File: src/rtl/cprv_wb_arbiter.sv
// Register-file write-port arbiter: fixed priority to the pipeline (P), starvation-forced grant to the long-latency unit (L).
// Optional same-cycle forwarding of the registered write is enabled by defining CPRV_WB_ARB_FWD_EN.
module cprv_wb_arbiter #(
    parameter  int DATA_WIDTH = 64,
    parameter  int STARVE_MAX = 4,
    localparam int CNT_WIDTH  = $clog2(STARVE_MAX + 1)
) (
    input  logic                  clk,
    input  logic                  rst_n,
    input  logic                  p_valid_i,
    output logic                  p_ready_o,
    input  logic [4:0]            p_rd_addr_i,
    input  logic [DATA_WIDTH-1:0] p_rd_data_i,
    input  logic                  l_valid_i,
    output logic                  l_ready_o,
    input  logic [4:0]            l_rd_addr_i,
    input  logic [DATA_WIDTH-1:0] l_rd_data_i,
    output logic                  wr_en_o,
    output logic [4:0]            wr_addr_o,
    output logic [DATA_WIDTH-1:0] wr_data_o,
    output logic                  wr_src_o,
    output logic                  starve_o,
    input  logic [4:0]            rs1_addr_i,
    input  logic [4:0]            rs2_addr_i,
    output logic                  fwd1_hit_o,
    output logic                  fwd2_hit_o,
    output logic [DATA_WIDTH-1:0] fwd1_data_o,
    output logic [DATA_WIDTH-1:0] fwd2_data_o
);

    logic [CNT_WIDTH-1:0]  starve_cnt;
    logic                  force_l;
    logic                  grant_l;
    logic                  grant_p;

    logic                  wr_vld_p0;
    logic [4:0]            wr_addr_p0;
    logic [DATA_WIDTH-1:0] wr_data_p0;
    logic                  wr_src_p0;

    assign force_l   = (starve_cnt == CNT_WIDTH'(STARVE_MAX));
    assign grant_l   = l_valid_i & (~p_valid_i | force_l);
    assign grant_p   = p_valid_i & ~grant_l;
    assign p_ready_o = ~(l_valid_i & force_l);
    assign l_ready_o = ~p_valid_i | force_l;
    assign starve_o  = grant_l & p_valid_i & force_l;

    // Stage p0: registered write port; x0 targets complete the handshake but never assert the enable.
    always_ff @(posedge clk or negedge rst_n) begin
        if (!rst_n) begin
            wr_vld_p0  <= 1'b0;
            wr_addr_p0 <= '0;
            wr_data_p0 <= '0;
            wr_src_p0  <= 1'b0;
            starve_cnt <= '0;
        end else begin
            if (grant_l) begin
                wr_vld_p0  <= (l_rd_addr_i != 5'd0);
                wr_addr_p0 <= l_rd_addr_i;
                wr_data_p0 <= l_rd_data_i;
                wr_src_p0  <= 1'b1;
            end else if (grant_p) begin
                wr_vld_p0  <= (p_rd_addr_i != 5'd0);
                wr_addr_p0 <= p_rd_addr_i;
                wr_data_p0 <= p_rd_data_i;
                wr_src_p0  <= 1'b0;
            end else begin
                wr_vld_p0  <= 1'b0;
            end

            if (l_valid_i && !grant_l) begin
                if (!force_l)
                    starve_cnt <= starve_cnt + CNT_WIDTH'(1);
            end else begin
                starve_cnt <= '0;
            end
        end
    end

    assign wr_en_o   = wr_vld_p0;
    assign wr_addr_o = wr_addr_p0;
    assign wr_data_o = wr_data_p0;
    assign wr_src_o  = wr_src_p0;

`ifdef CPRV_WB_ARB_FWD_EN
    assign fwd1_hit_o  = wr_vld_p0 & (wr_addr_p0 == rs1_addr_i) & (rs1_addr_i != 5'd0);
    assign fwd2_hit_o  = wr_vld_p0 & (wr_addr_p0 == rs2_addr_i) & (rs2_addr_i != 5'd0);
    assign fwd1_data_o = fwd1_hit_o ? wr_data_p0 : '0;
    assign fwd2_data_o = fwd2_hit_o ? wr_data_p0 : '0;
`else
    logic unused_rs;
    assign unused_rs   = ^{rs1_addr_i, rs2_addr_i};
    assign fwd1_hit_o  = 1'b0;
    assign fwd2_hit_o  = 1'b0;
    assign fwd1_data_o = '0;
    assign fwd2_data_o = '0;
`endif

endmodule

File: config.mk
export PLATFORM = sky130hd
export DESIGN_NAME = cprv_wb_arbiter
export DESIGN_NICKNAME = d
export VERILOG_FILES = /design/src/rtl/cprv_wb_arbiter.sv
export SDC_FILE = /design/constraint.sdc
export NUM_CORES = 1
export LEC_CHECK = 0
export BUFFER_PORTS_ARGS = -buffer_cell sky130_fd_sc_hd__buf_4
export CORE_AREA = 10 10 129 131
export DETAILED_ROUTE_END_ITERATION = 16
export DIE_AREA = 0 0 139 141
export MAX_ROUTING_LAYER = met4
export PLACE_DENSITY = 0.66
export SETUP_SLACK_MARGIN = 0.5
export SLEW_MARGIN = 20
export SYNTH_ARGS = -nofsm -noshare
export SYNTH_HDL_FRONTEND = slang
export SYNTH_SLANG_ARGS = --single-unit
File: constraint.sdc
create_clock -name clk -period 2 [get_ports clk]
set_input_delay 0.4 -clock clk [delete_from_list [all_inputs] [get_ports clk]]
set_output_delay 0.4 -clock clk [all_outputs]
set_load 0.005 [all_outputs]
==> impl_results.md, run 1 <==
* DR vias/cell at 4.26
* Antenna violations before repair at 0
* Final core occ at 0.433
* Fmax at 593 MHz
* Post-route ant nets at 0
* Max Cap Viol at 0
* Tcrit/Tclk final at 0.843
* Sink Count at 74
* FP Rows at 44
* Max Fanout on Critical Path at 4
* Worst path max stage delay at 0.39 ns
* Worst-path clk slew at 0.06 ns
* Number of synthesis warnings at 0
* CTS Buffer Depth at 2
* Status: finished clean
* CP Data Required Time at around 1.6 ns
* Max Slew Vio Count at 0
* Hold Worst Slack at ~0.019 ns
* RSZ-0062 raised after global routing: yes
* Die area at 0.0196 mm2
* Slew @ Worst Pin at 0.759 ns
* Inserted Diodes at 0
* Synth async-reset ratio at 1.00
* Yosys top cell area share at 0.434
* Slew headroom at 0.493
* WP buf/inv at 2
* 1st-iter DRT viols at around 150
* Total GRT Usage at 0.142
* Syn_area_per_cell at 10.9 um2
* Crit path cell chain: inv_2 > ha_4 > nand3_4 > nor2_2 > buf_4
* Endpoints failing setup at 0
* Post-Route WL at 15100 um
* Final Power at ~4.2 mW
* Kind of critical path: reg2out
* Clk Latency, worst-skew pair at 0.34 ns
* Root Driver: clkbuf_16
* Crit-path slowest cell: dfrtp_1
* Yosys top cell by area: dfrtp_1
* Port-buffer cells at 215
* Number of global-route vias before repair at 3828
* Yosys reg bits at 74
* Place WS at 0.236 ns
* Share of cells above drive strength 1 at 0.425
* Post-synth EDFFs at 0
* Area contributors post-synth: dfrtp_1, buf_4, a221o_1, and2_1, buf_6
* Most frequent cell after synthesis: buf_4
* Hold Vio Cnt, Final at 0
* Synthesized cell area at 0.00427 mm2
* CTS buffer count at 9
* Mapped Cells at 391
* Die X at 139 um
* Worst EP arrival at 1.29 ns
* DRC Markers at 0
* PwrDens at 684 mW/mm2
* Final nets at 770
* H-tree Lvls at 3
* Fin crit period at 1.69 ns
* Wirelength per Cell at 18.8 um
* Setup TNS at 0 ns
* Final setup skew at 0.00747 ns
* P_leak at 3.18 nW
* DPL Wire Length at 10500 um
* Total gr overflow at 0
* Sequential area share after synthesis at 0.434
* VDD IR-drop max at 0.334 mV
* CP Capture Type: primary output
* Via count at 3426
* DIE HEIGHT at 141 um
* Synth unique cells at 20
* Most frequent cells after synthesis: buf_4, dfrtp_1, and2_1
* Pre-Repair DR Iteration Count at 7
* CTS tree: built
* Core Area at 0.0142 mm2
* IO Pins at 356
* Cell family with most CP delay: flip-flops
* Final WS setup at 0.314 ns
* Initial Utilization at 0.300
* Hold WC Path Type: in2async
* GPL Wtd Cong at 0.849
* Most used DFF post-synth: dfrtp_1
* Area grow syn2layout at 44.2%
* First-pass GRT wire length at 21800 um
* Largest net degree at the start of global routing at 39
* Startpoint Class: flop
## state kept, by name, indices dropped and copies added, names as in the netlist
register	count
wr_en_o	1
starve_cnt	3
wr_src_o	1
wr_data_o	64
wr_addr_o	5
## timing repair
action	in CTS	in global routing
pin swaps	21	1
hold buffers	0	0
endpoints found under the setup margin	73	74
endpoints found under the hold margin	0	0
cloned	6	2
buffers inserted	10	1
resized for setup	23	4
## through the flow
stage               std cells  cell area [um2]
detailed placement        770             5540
global placement          769             5510
finish                    805             6160
CTS                       802             6130
floorplan                 520             4800
global route              805             6160
## metal layers
layer  wire length, um  vias up  track usage
li1                  -     1570            -
met1              6180     1647        0.158
met2              7760      194        0.245
met3              1010       15       0.0423
met4               197        0       0.0379
met5                 0        -            -
## placed cells by master, fill, tap and decap left out, drive strengths merged
cell type  instances
a21boi             1
a21o               1
a221o             69
a22o               1
and2              73
and3               1
buf              234
clkbuf            12
clkinv             2
clkinvlp           2
conb             130
dfrtp             74
ha                 2
inv                5
nand2              3
nand3              1
nor2               6
nor2b              1
nor3               2
xnor2              1
## report_power, final
| part | switching [mW] | internal [mW] |
|---|---|---|
| clock | 0.652 | 0.912 |
| sequential | 0.0724 | 1.64 |
| combinational | 0.393 | 0.547 |
## worst reg2reg max path, cell delays in order, from the launching register on
cell	delay [ns]
dfrtp_1	0.37
inv_2	0.05
ha_4	0.17
a21boi_4	0.17
buf_6	0.12
nor2b_4	0.07
buf_12	0.14
buf_16	0.13
a221o_1	0.34
## cells by family (layout without fill, tap and decap cells)
kind of cell | Yosys count | count (layout) | share of synthesized area
other cells | 1 | 130 | 0.000879
xor+xnor | 1 | 1 | 0.00205
buf+inv | 157 | 255 | 0.271
compound gates | 72 | 72 | 0.168
simple gates | 84 | 87 | 0.118
fa+ha+maj | 2 | 2 | 0.00586
flops | 74 | 74 | 0.434
## final timing paths
| check | from | to | slack [ns] | cells after the start |
|---|---|---|---|---|
| worst max-delay path | starve_cnt[0] | starve_o | 0.31 | 5 |
| worst min-delay path | rst_n | wr_data_o[61] | 0.02 | 1 |
| worst max register to register | starve_cnt[1] | wr_data_o[25] | 0.33 | 8 |
| worst min register to register | wr_src_o | wr_src_o | 0.49 | 1 |
| max in group asynchronous | rst_n | wr_data_o[25] | 1.38 | 2 |
| min in group clk | p_rd_data_i[24] | wr_data_o[24] | 0.29 | 2 |
## cell type report
class | count | area [um2]
sequential | 74 | 1850
multi-input combinational | 292 | 1820
tap | 184 | 230
clock inverter | 5 | 37.5
inverter | 4 | 15.0
clock buffer | 11 | 253
fill | 1360 | 8050
timing repair buffer | 235 | 1950
Power figures use the tool's default switching activity.
==> inputs of run 2 (changes only) <==
- ABC_AREA: default -> 1
- CORE_AREA: 10 10 129 131 -> 10 10 128 130
- DIE_AREA: 0 0 139 141 -> 0 0 138 140
- PLACE_DENSITY: 0.66 -> 0.69
- clock period: 2 -> 1.7 ns (I/O delays scaled with it)
==> run 2 against run 1 <==
Clock power rose by 13%. Cell count rose by 27%. Wire length rose by 22%. Combinational power rose by 56%.
==> impl_results.md, run 2 <==
* IO Pins at 356 (unchanged)
* First-pass GRT wire length at 26500 um (+22%)
* Syn_area_per_cell at 7.91 um2 (-28%)
* Yosys top cell area share at 0.404 (-0.0296)
* Post-route ant nets at 0 (unchanged)
* PwrDens at 709 mW/mm2 (+3.6%)
* Hold WC Path Type: in2reg
* Most common cell after layout, fill and taps aside: buf_4
* Worst-path clk slew at 0.06 ns (about the same)
* 1st-iter DRT viols at 257 (+74%)
* Most frequent cell after synthesis: nand3_1
* Clk Latency, worst-skew pair at 0.34 ns (about the same)
* Max Fanout on Critical Path at 3 (-1)
* Total GRT Usage at 0.176 (+0.0334)
* Total gr overflow at 0 (unchanged)
* H-tree Lvls at 3 (unchanged)
* CP Capture Type: primary output
* Inserted Diodes at 0 (unchanged)
* Synth unique cells at 18 (-10%)
* Wirelength per Cell at 18.2 um (-3.4%)
* Routing usage on met2 at 0.299 (+0.0534)
* Port-buffer cells at 215 (unchanged)
* CP Data Required Time at 1.36 ns (-0.24 ns)
* CTS tree: built
* Share of cells above drive strength 1 at 0.411 (-0.0144)
* Status: finished clean
* Core Area at 0.0138 mm2 (-3.0%)
* Post-synth EDFFs at 0 (unchanged)
* Antenna violations before repair at 0 (unchanged)
* Via count at 4631 (+35%)
* Area contributors post-synth: dfrtp_1, buf_4, nand3_1, nand2_1, buf_2
* RSZ-0062 raised after global routing: yes
* Startpoint Class: flop
* Slew headroom at 0.604 (+0.111)
* Placed cell count at 952 (+24%)
* Flip-flop count of the largest register after layout at 64 (unchanged)
* Setup TNS at 0 ns (unchanged)
* Pre-Repair DR Iteration Count at 4 (-3)
* P_leak at 3.95 nW (+24%)
* Yosys top cell by area: dfrtp_1
* CTS buffer count at 9 (unchanged)
* Sequential area share after synthesis at 0.404 (-0.0296)
* Die area at 0.0193 mm2 (-1.4%)
* Final nets at 989 (+28%)
* GR Util met1 at 0.200 (+0.0420)
* Most used DFF post-synth: dfrtp_1
* Worst EP arrival at 1.29 ns (about the same)
* Final Power at 5.29 mW (+26%)
* DR vias/cell at 4.54 (+6.7%)
* Final setup skew at 0.00638 ns (-0.00108 ns)
* Tcrit/Tclk final at 0.959
* Largest net degree at the start of global routing at 45 (+15%)
* Most frequent cells after synthesis: nand3_1, buf_4, nand2_1
* Endpoints failing setup at 0 (unchanged)
* Max Slew Vio Count at 0 (unchanged)
* Synthesized cell area at 0.00458 mm2 (+7.3%)
* Synth async-reset ratio at 1.00 (unchanged)
* Final cell count without fillers at 1020 (+27%)
* Fin crit period at roughly 1.6 ns
* CTS Buffer Depth at 2 (unchanged)
* Die X at 138 um (-0.72%)
* GPL Wtd Cong at 0.818 (-3.6%)
* Post-Route WL at 18500 um (+22%)
* GRT busiest layer: met2
* Yosys reg bits at 74 (unchanged)
* Max Cap Viol at 0 (unchanged)
* FP Rows at 43 (-2.3%)
* Final core occ at 0.542 (+0.108)
* Root Driver: clkbuf_16
* Initial Utilization at 0.333 (+0.0321)
* VDD IR-drop max at 0.357 mV (+6.8%)
* Area grow syn2layout at 62.9%
* DPL Wire Length at 12400 um (+18%)
* # fillers at 1289 (-5.2%)
* Fmax at 613 MHz
* Mapped Cells at 579 (+48%)
* DRC Markers at 0 (unchanged)
* Hold Vio Cnt, Final at 0 (unchanged)
* Met3 usage at 0.0500 (+0.00771)
* Slew @ Worst Pin at 0.594 ns (-0.164 ns)
* Sink Count at 74 (unchanged)
* Most frequent cells in the layout: buf_4, nand3_1, conb_1, buf_6
* Number of synthesis warnings at 0 (unchanged)
* DIE HEIGHT at 140 um (-0.71%)
* Number of global-route vias before repair at 4723 (+23%)
* Kind of critical path: reg2out
## run 2: final cells by class
cell class	instances	area [um2]	share of cell area
clock buffers	9	225	0.0302
flip-flops and latches	74	1850	0.248
repair buffers	283	2760	0.369
well taps	180	225	0.0302
inverters	20	75.1	0.0101
multi-input cells	447	2280	0.306
clock inverters	7	46.3	0.00620
## run 2: what timing repair did
item / 4_1_cts / 5_1_grt
setup buffers: 23 / 17
hold endpoints to repair: 16 / 0
pin swaps: 3 / 3
gates resized for setup: 96 / 63
cloned: 7 / 4
setup endpoints to repair: 143 / 148
hold buffers: 1 / 0
## run 2: worst paths after layout
kind,startpoint,endpoint,slack [ns],depth (start not counted)
max,starve_cnt[1],starve_o,0.07,5
max reg2reg,starve_cnt[1],wr_data_o[4],0.10,9
max in group asynchronous,rst_n,wr_data_o[18],0.75,3
min,l_rd_data_i[45],wr_data_o[45],0.23,3
min in group asynchronous,rst_n,wr_data_o[30],0.42,2
min reg2reg,wr_data_o[29],wr_data_o[29],0.51,2
## run 2: kinds of logic after synthesis
family          after synthesis  share of synthesized area
compound gates                1                    0.00109
xor+xnor                      1                    0.00191
fa+ha+maj                     2                    0.00546
buf+inv                     188                      0.273
flops                        74                      0.404
other cells                   1                   0.000819
simple gates                312                      0.313
## run 2: power by group
part	switching, mW	internal (mW)	leakage (nW)	total, mW
Combinational	0.631	0.838	2.93	1.47
Sequential	0.123	1.93	0.897	2.05
Clock	0.788	0.982	0.127	1.77
Total	1.54	3.75	3.95	5.29
## run 2: metrics by stage
| stage | hold WS [ns] | instance area [um2] | worst slack [ns] |
|---|---|---|---|
| after floorplan | 0.0444 | 5130 | 0.383 |
| after global placement | 0.233 | 5940 | 0.100 |
| after detailed placement | 0.230 | 5940 | 0.0825 |
| after CTS | 0.218 | 6970 | 0.0475 |
| after global routing | 0.223 | 7460 | -0.00271 |
| final | 0.232 | 7460 | 0.0697 |
## run 2: per-layer routing
metal | vias to the layer above | wire, um
li1 | 2154 | -
met1 | 2241 | 7530
met2 | 226 | 9730
met3 | 10 | 1110
met4 | 0 | 163
met5 | - | 0
## run 2: critical path, stage by stage, from the launching register on
cell and delay (ns):
dfrtp_1 0.39, inv_2 0.08, ha_4 0.16, nand3_4 0.11, nor2_4 0.11, buf_6 0.10
